`src/rtl/mult_pkg.sv`:
```
// Shared definitions for the radix-2 Booth multiplier.
//   WIDTH   : operand width (only 32 is supported)
//   ITER    : number of Booth steps per multiply (one per multiplier bit)
//   COUNT_W : width of the step counter
//   state_t : controller states
//   booth_op_t / booth_decode : accumulator operation chosen by the
//             multiplier bit pair {P[1], P[0]}
package mult_pkg;

  localparam int WIDTH   = 32;
  localparam int ITER    = 32;
  localparam int COUNT_W = 5;

  typedef enum logic [1:0] {
    IDLE = 2'd0,
    RUN  = 2'd1,
    DONE = 2'd2
  } state_t;

  typedef enum logic [1:0] {
    OP_NOP = 2'd0,
    OP_ADD = 2'd1,
    OP_SUB = 2'd2
  } booth_op_t;

  // Radix-2 Booth recoding: 01 marks the end of a run of ones (add M),
  // 10 marks the start of a run of ones (subtract M).
  function automatic booth_op_t booth_decode(input logic [1:0] pair);
    case (pair)
      2'b01:   return OP_ADD;
      2'b10:   return OP_SUB;
      default: return OP_NOP;
    endcase
  endfunction

endpackage

```
`src/rtl/booth_step.sv`:
```
// One combinational radix-2 Booth step.
//   p      : working register {accumulator[WIDTH:0], multiplier[WIDTH-1:0], guard}
//   m      : sign-extended multiplicand (WIDTH+1 bits)
//   p_next : p after the add/subtract and a 1-bit arithmetic right shift
module booth_step #(
  parameter int WIDTH = 32
) (
  input  logic [2*WIDTH+1:0] p,
  input  logic [WIDTH:0]     m,
  output logic [2*WIDTH+1:0] p_next
);
  import mult_pkg::*;

  logic [WIDTH:0] acc;
  logic [WIDTH:0] acc_new;
  booth_op_t      op;

  always_comb begin
    acc     = p[2*WIDTH+1:WIDTH+1];
    op      = booth_decode(p[1:0]);
    acc_new = acc;
    case (op)
      OP_ADD:  acc_new = acc + m;
      OP_SUB:  acc_new = acc - m;
      default: acc_new = acc;
    endcase
    // Arithmetic shift of the whole register: the accumulator sign bit is
    // replicated into the top and the old guard bit drops off the bottom.
    p_next = {acc_new[WIDTH], acc_new, p[WIDTH:1]};
  end

endmodule

```
`src/rtl/mult_booth.sv`:
```
// Multi-cycle signed radix-2 Booth multiplier (WIDTH x WIDTH).
//   clock          : rising-edge clock
//   reset_n        : asynchronous active-low reset
//   ctrl_MULT      : start strobe; relatches operands in any state
//   data_operandA  : multiplicand, two's complement
//   data_operandB  : multiplier, two's complement
//   data_result    : low WIDTH bits of the product (held until next completion)
//   data_exception : product does not fit in a signed WIDTH-bit result
//   data_resultRDY : one-cycle pulse when data_result/data_exception update
//   busy           : high while Booth steps are running
//   dbg_state      : current controller state, for observation only
//
// Handshake: a start is taken on any rising edge with ctrl_MULT high; there
// is no ready/backpressure on the start side. The result side is a pure
// valid pulse (data_resultRDY) with no ready: the consumer must capture the
// result in the cycle the pulse is high, or read the held data_result later.
// A start while an operation is in flight abandons it without a pulse.
module mult_booth #(
  parameter int WIDTH = 32
) (
  input  logic               clock,
  input  logic               reset_n,
  input  logic               ctrl_MULT,
  input  logic [WIDTH-1:0]   data_operandA,
  input  logic [WIDTH-1:0]   data_operandB,
  output logic [WIDTH-1:0]   data_result,
  output logic               data_exception,
  output logic               data_resultRDY,
  output logic               busy,
  output mult_pkg::state_t   dbg_state
);
  import mult_pkg::*;

  localparam int P_W = 2 * WIDTH + 2;
  localparam logic [COUNT_W-1:0] LAST_STEP = COUNT_W'(ITER - 1);

  state_t               state_q, state_d;
  logic [COUNT_W-1:0]   count_q, count_d;
  logic [P_W-1:0]       p_q, p_d;
  logic [WIDTH:0]       m_q, m_d;
  logic [WIDTH-1:0]     result_q, result_d;
  logic                 exc_q, exc_d;
  logic                 rdy_q, rdy_d;
  logic [P_W-1:0]       p_step;
  logic [WIDTH:0]       high_bits;

  booth_step #(.WIDTH(WIDTH)) u_step (
    .p      (p_q),
    .m      (m_q),
    .p_next (p_step)
  );

  // Product bits [2*WIDTH-1:WIDTH-1] live at P[2*WIDTH:WIDTH]; the result
  // fits in WIDTH signed bits only when they are all equal.
  assign high_bits = p_q[2*WIDTH:WIDTH];

  always_ff @(posedge clock or negedge reset_n) begin
    if (!reset_n) begin
      state_q  <= IDLE;
      count_q  <= '0;
      p_q      <= '0;
      m_q      <= '0;
      result_q <= '0;
      exc_q    <= 1'b0;
      rdy_q    <= 1'b0;
    end else begin
      state_q  <= state_d;
      count_q  <= count_d;
      p_q      <= p_d;
      m_q      <= m_d;
      result_q <= result_d;
      exc_q    <= exc_d;
      rdy_q    <= rdy_d;
    end
  end

  always_comb begin
    state_d  = state_q;
    count_d  = count_q;
    p_d      = p_q;
    m_d      = m_q;
    result_d = result_q;
    exc_d    = exc_q;
    rdy_d    = 1'b0;

    if (ctrl_MULT) begin
      // A start wins in every state; an in-flight product is dropped.
      m_d     = {data_operandA[WIDTH-1], data_operandA};
      p_d     = {{(WIDTH+1){1'b0}}, data_operandB, 1'b0};
      count_d = '0;
      state_d = RUN;
    end else begin
      case (state_q)
        IDLE: begin
          state_d = IDLE;
        end
        RUN: begin
          p_d     = p_step;
          count_d = count_q + 1'b1;
          if (count_q == LAST_STEP) state_d = DONE;
        end
        DONE: begin
          result_d = p_q[WIDTH:1];
          exc_d    = ~((&high_bits) | ~(|high_bits));
          rdy_d    = 1'b1;
          state_d  = IDLE;
        end
        default: begin
          state_d = IDLE;
        end
      endcase
    end
  end

  assign data_result    = result_q;
  assign data_exception = exc_q;
  assign data_resultRDY = rdy_q;
  assign busy           = (state_q == RUN);
  assign dbg_state      = state_q;

endmodule

```
`config.mk`:
```
export PLATFORM = sky130hd
export DESIGN_NAME = mult_booth
export DESIGN_NICKNAME = d
export VERILOG_FILES = /design/src/rtl/mult_pkg.sv /design/src/rtl/booth_step.sv /design/src/rtl/mult_booth.sv
export SDC_FILE = /design/constraint.sdc
export NUM_CORES = 1
export LEC_CHECK = 0
export ABC_CLOCK_PERIOD_IN_PS = 10700
export BUFFER_PORTS_ARGS = -buffer_cell sky130_fd_sc_hd__buf_2
export CORE_ASPECT_RATIO = 1.2
export CORE_MARGIN = 4
export CORE_UTILIZATION = 44
export DETAILED_ROUTE_END_ITERATION = 12
export PLACE_DENSITY = 0.62
export SLEW_MARGIN = 5
export SYNTH_ARGS = -nofsm -noshare
export SYNTH_HDL_FRONTEND = slang
export SYNTH_SLANG_ARGS = --single-unit
```
`constraint.sdc`:
```
create_clock -name clock -period 10.7 [get_ports clock]
set_input_delay 2.14 -clock clock [delete_from_list [all_inputs] [get_ports clock]]
set_output_delay 2.14 -clock clock [all_outputs]
set_load 0.02 [all_outputs]
```
# == After elaboration in Yosys (flattened, before gate mapping) ==
# Index checks and enable logic that the tools add are counted.
# totals
in_bits,67
regBits,139
# classes
n_bitwise,4
n_reduce_logical,4
mux,11
n_addsub,3
eq_ne,8
# op_table
operator,count
$mux W66,2
$pmux W33 S2,1
$add A33 B33 Y33,1
$reduce_and A33 Y1,1
$reduce_or A33 Y1,1
$sub A33 B33 Y33,1
$mux W5,2
$eq A2 B1 Y1 const B,3
$eq A2 B2 Y1 const B,3
$mux W2,3
$add A5 B1 Y5 const B,1
$eq A5 B5 Y1 const B,1
$pmux W2 S2,1
$ne A3 B2 Y1 const B,1
$not A1 Y1,3
$mux W1,2
$reduce_and A2 Y1,1
$reduce_bool A2 Y1,1
$or A1 B1 Y1,1

# == Depth between registers and ports, before layout ==
# depth
word_depth,6
mapped_depth,18
mapped_depth_nobuf,17

# == Cells and area by module ==
# Synthesis repeated with hierarchy kept, for this count alone.
# hier_totals
cells_unflattened,955
area_unflattened_um2,8836.0
# by_module_without_submodules
module,cells_per_inst,instances,area_each_um2
mult_booth,480,1,5739.3
booth_step,475,1,3096.7

# == Worst setup path after synthesis ==
# Ideal clock, no wire load.
# synth_path
path_kind,flip-flop to flip-flop
startpoint,register m_q[3]
endpoint,register p_q[64]
setup_slack_ns,6.904
synth_period_minus_slack_ns,3.796
path_buffers,1
arrival_ns,3.709
required_ns,10.613
path_stages_with_launch,19
path_cell_list,dfrtp_1 or3_4 nor4_2 and3_1 and2_1 nand2_1 nor2_1 nor2_1 xnor2_1 ha_1 buf_2 a21o_1 a21oi_1 or3b_1 o211ai_2 a21oi_1 a31oi_1 xnor2_1 a211oi_2
# synth_via
elab_chain_len,4
elab_cells_between_ends,5
cone_classes,add/sub (2); mux (3)
# synth_rtl
element,line,text
start: declaration,mult_booth.sv:40,"logic [WIDTH:0] m_q, m_d;"
start signal: assignment,mult_booth.sv:70,m_q <= m_d;
$sub A33 B33 Y33 or $add A33 B33 Y33 (tied branches),"booth_step.sv:24, booth_step.sv:23",
$pmux W33 S2 *,booth_step.sv:22,case (op)
$mux W66 *,mult_booth.sv:93,case (state_q)
$mux W66 *,mult_booth.sv:86,if (ctrl_MULT) begin
end signal: assignment,mult_booth.sv:69,p_q <= p_d;
end: declaration,mult_booth.sv:39,"logic [P_W-1:0] p_q, p_d;"
# Mark *: on every way between the ends. The rest lies on a longest branch, timed or not. The select of a mux whose other input is x is not followed.
# A chain may end at the register's enable or synchronous reset.

# == Worst setup path in the final report ==
# Same ends and word-level chain as after synthesis.

==> summary.md <==
| Metric | Value |
|---|---|
| Outcome | `complete, no violations` |
| Clock buffer depth | `2` |
| Reg clk slew, reported paths | `60 ps` |
| Setup slack, reg-to-reg | `6370 ps` |
| Later-pin clock latency in the skew report | `430 ps` |
| Worst path arrival time | `4670 ps` |
| R2R Path Start | `m_q[3]$_DFFE_PN0P_` |
| CP startpoint kind | `register` |
| Post-synthesis sequential area ratio | `41.31%` |
| Setup TNS Final | `0 ps` |
| Die height | `159.0 µm` |
| Gr usage total | `19.25%` |
| 1st-pass router iterations | `5` |
| Endpoint class of the critical path | `register` |
| R2R depth | `15` |
| Share of cells above drive strength 1 | `24.00%` |
| Hold-fix buffers, CTS | `0` |
| Ys Warns | `0` |
| Post-CTS setup repair buffer count | `0` |
| Yosys cell types | `66` |
| Initial Utilization | `45.32%` |
| Grt met2 use | `31.89%` |
| Final worst-path cycle share | `40.43%` |
| Final ANT Viol Nets | `0` |
| Vias in the first global route | `6,754` |
| Register bit total from synthesis | `138` |
| Final Instance Area | `9663 µm²` |
| Capturing point of the worst reg2reg path | `p_q[64]$_DFFE_PN0P_` |
| Vias | `6,558` |
| Top FF cell, synth | `dfrtp_1` |
| Nets | `1,042` |
| Min-Delay Path Depth | `1` |
| Asr flop ratio synth | `100.0%` |
| Worst Hold Launch | `data_result[27]$_DFFE_PN0P_` |
| Tmin final | `4325 ps` |
| Die Area | `21,280 µm²` |
| Resized cells post-CTS | `0` |
| Cell count after synthesis | `855` |
| Area growth from synthesis to layout | `15.60%` |
| Layout fillers | `1,705` |
| Port-buffer cells | `103` |
| Die W | `133.8 µm` |
| Met3 Use GR | `4.267%` |
| CTS buffer count | `17` |
| Drt wl/cell | `16.43 µm` |
| Slew Limit Headroom | `41.95%` |
| Fmax | `231.2 MHz` |
| Row count | `54` |
| Synthesized area | `8359 µm²` |
| Worst-margin pin slew | `870.7 ps` |
| First-pass GRT wire length | `33.84 mm` |
| CORE AREA | `18,450 µm²` |
| Largest net degree at the start of global routing | `88` |
| Hold Vio Cnt, Final | `0` |
| Number of diodes | `0` |
| Syn nets | `959` |
| Number of synthesized flops with an enable pin | `0` |
| Pleak | `4.400 nW` |
| Final WS setup | `6375 ps` |
| Area occupied by multi-input gates | `4589 µm²` |
| Via-to-Cell Ratio | `5.456` |
| # setup viols final | `0` |
| Gp weighted congestion | `0.8933` |
| DRC violations left | `0` |
| Total I/O pin count | `104` |
| Unrepaired setup endpoints after global routing | `no` |
| Num Clock Sinks | `138` |
| Pwr Density | `209.2 nW/µm²` |
| Root Driver | `clkbuf_16` |
| CTS tree | `done` |
| Critical Path RT | `11,040 ps` |
| Worst Hold Endpoint | `data_result[27]$_DFFE_PN0P_` |
| Overflow after GRT | `0` |
| GR Util met1 | `24.88%` |
| Syn Area/Cell | `9.777 µm²` |
| Post-DP HPWL | `13.53 mm` |
| Max Cap Violations | `0` |
| Most Crowded Layer GR | `met2` |
| H-tree level count | `4` |
| Hold Path Class | `register to register` |
| DR iter-0 viols | `253` |
| Setup Skew | `16.05 ps` |
| Max Slew Vio Count | `0` |
| VDD IR max | `0.1191 mV` |
| WS Path Type | `register to register` |
| DP Worst Slack | `6374 ps` |
| Placed cell area | `9010 µm²` |
| Crit path max fanout | `8` |
| Seq. cell area | `3453 µm²` |
| Routed WL | `19.75 mm` |
| Initial antenna violation count | `0` |
-- sequential cells by signal, indices dropped and copies added (netlist names) --
register,count
p_q,65
dbg_state,2
data_resultRDY,1
count_q,5
m_q,32
data_exception,1
data_result,32
-- cell usage after synthesis (2+ instances only) --
master / number / share of area, %
a211oi_1: 15 / 1.3
a211oi_2: 5 / 0.75
a21o_1: 14 / 1.3
a21oi_1: 54 / 3.2
a21oi_2: 4 / 0.42
a311oi_1: 2 / 0.21
a31oi_1: 8 / 0.60
and2_1: 2 / 0.15
and3_1: 5 / 0.37
and4_1: 2 / 0.21
buf_1: 2 / 0.090
buf_6: 4 / 0.54
clkbuf_1: 34 / 1.5
clkbuf_8: 4 / 0.66
dfrtp_1: 138 / 41
ha_1: 36 / 5.4
inv_1: 20 / 0.90
mux2_2: 58 / 7.8
mux2i_1: 35 / 4.2
nand2_1: 94 / 4.2
nand2b_1: 4 / 0.30
nand3_1: 6 / 0.36
nand3b_1: 2 / 0.18
nand4_1: 15 / 1.1
nor2_1: 58 / 2.6
nor2b_1: 4 / 0.30
nor3_1: 17 / 1.0
nor3b_1: 6 / 0.54
nor4_1: 14 / 1.0
o2111ai_1: 2 / 0.21
o211ai_1: 14 / 1.3
o211ai_2: 2 / 0.30
o21a_1: 4 / 0.36
o21ai_0: 60 / 3.6
o21ai_1: 12 / 0.72
o21bai_1: 9 / 0.81
or2_2: 2 / 0.15
or3_1: 3 / 0.22
or3_4: 2 / 0.27
xnor2_1: 47 / 4.9
xor2_1: 11 / 1.2
-- critical path, stage by stage, from the launching register on --
cell and delay (ps):
dfrtp_1 410, or3_4 420, nor4_2 310, and3_1 300, and2_1 320, a31oi_1 150, xnor2_1 140, ha_1 440
nand4_1 170, or3_4 430, a2111oi_4 300, o211ai_2 150, a21oi_1 230, a31oi_1 130, xnor2_1 150, a211oi_2 200
-- report_power, final --
group | total (W) | switching [W] | internal, W
clock | 0.000659 | 0.000238 | 0.000421
sequential | 0.000679 | 0.0000935 | 0.000585
combinational | 0.000684 | 0.000380 | 0.000304
-- logic make-up after synthesis --
kind of cell	synth area share, %
XOR/XNOR	6.077
multiplexers	12.00
buffers and inverters	3.877
flip-flops	41.31
adder cells (fa/ha/maj)	5.628
AO/OA/AOI/OAI	17.20
AND/OR/NAND/NOR	13.90
-- metal layers --
metal | routed length (µm) | vias to the layer above
met5 | 0 | -
met4 | 481 | 0
met3 | 863 | 35
met2 | 9439 | 136
met1 | 8968 | 3129
li1 | - | 3258
-- layout by cell type (no fill, tap or decap), types with 6 or more instances in the layout --
cell and count:
inv_1 20, dfrtp_1 138, nand3_1 6, o21ai_1 12, o21bai_1 9, a21oi_1 54
nor4_1 14, o211ai_1 14, a31oi_1 8, a211oi_1 15, nor3_1 17, nand4_1 15
a21o_1 14, clkbuf_16 17, nor2_1 58, buf_2 101, mux2_2 58, nand2_1 94
xnor2_1 47, xor2_1 11, mux2i_1 35, ha_1 36, buf_4 8, o21ai_0 60
-- final cells by class --
type                       instances  share of cell area (%)
clock inverter                    13                   2.214
sequential                       138                   35.74
inverter                          20                  0.7769
tap                              252                   3.263
multi-input combinational        651                   47.49
timing repair buffer             110                   5.969
clock buffer                      18                   4.545
-- worst max path at each step --
stage | slack, ps | depth (start not counted) | to | start
finish | 6370 | 15 | p_q[64]$_DFFE_PN0P_ | m_q[3]$_DFFE_PN0P_
global route | 5970 | 15 | p_q[64]$_DFFE_PN0P_ | m_q[3]$_DFFE_PN0P_
CTS | 6360 | 15 | p_q[64]$_DFFE_PN0P_ | m_q[3]$_DFFE_PN0P_
detailed placement | 6370 | 15 | p_q[64]$_DFFE_PN0P_ | m_q[3]$_DFFE_PN0P_
global placement | 6480 | 15 | p_q[64]$_DFFE_PN0P_ | m_q[3]$_DFFE_PN0P_
floorplan | 6900 | 18 | p_q[64]$_DFFE_PN0P_ | m_q[3]$_DFFE_PN0P_
-- through the flow --
step                      power (W)  hold WS [ps]  util (%)  instances
after floorplan            0.001217         497.1         -        855
after global placement     0.001364         486.3     48.85       1171
after detailed placement   0.001367         490.7     48.85       1171
after CTS                  0.002033         505.1     52.39       1202
after global routing       0.002156         518.9     52.39       1202
final                      0.002022         502.3     52.39       1202
Power figures use the tool's default switching activity.
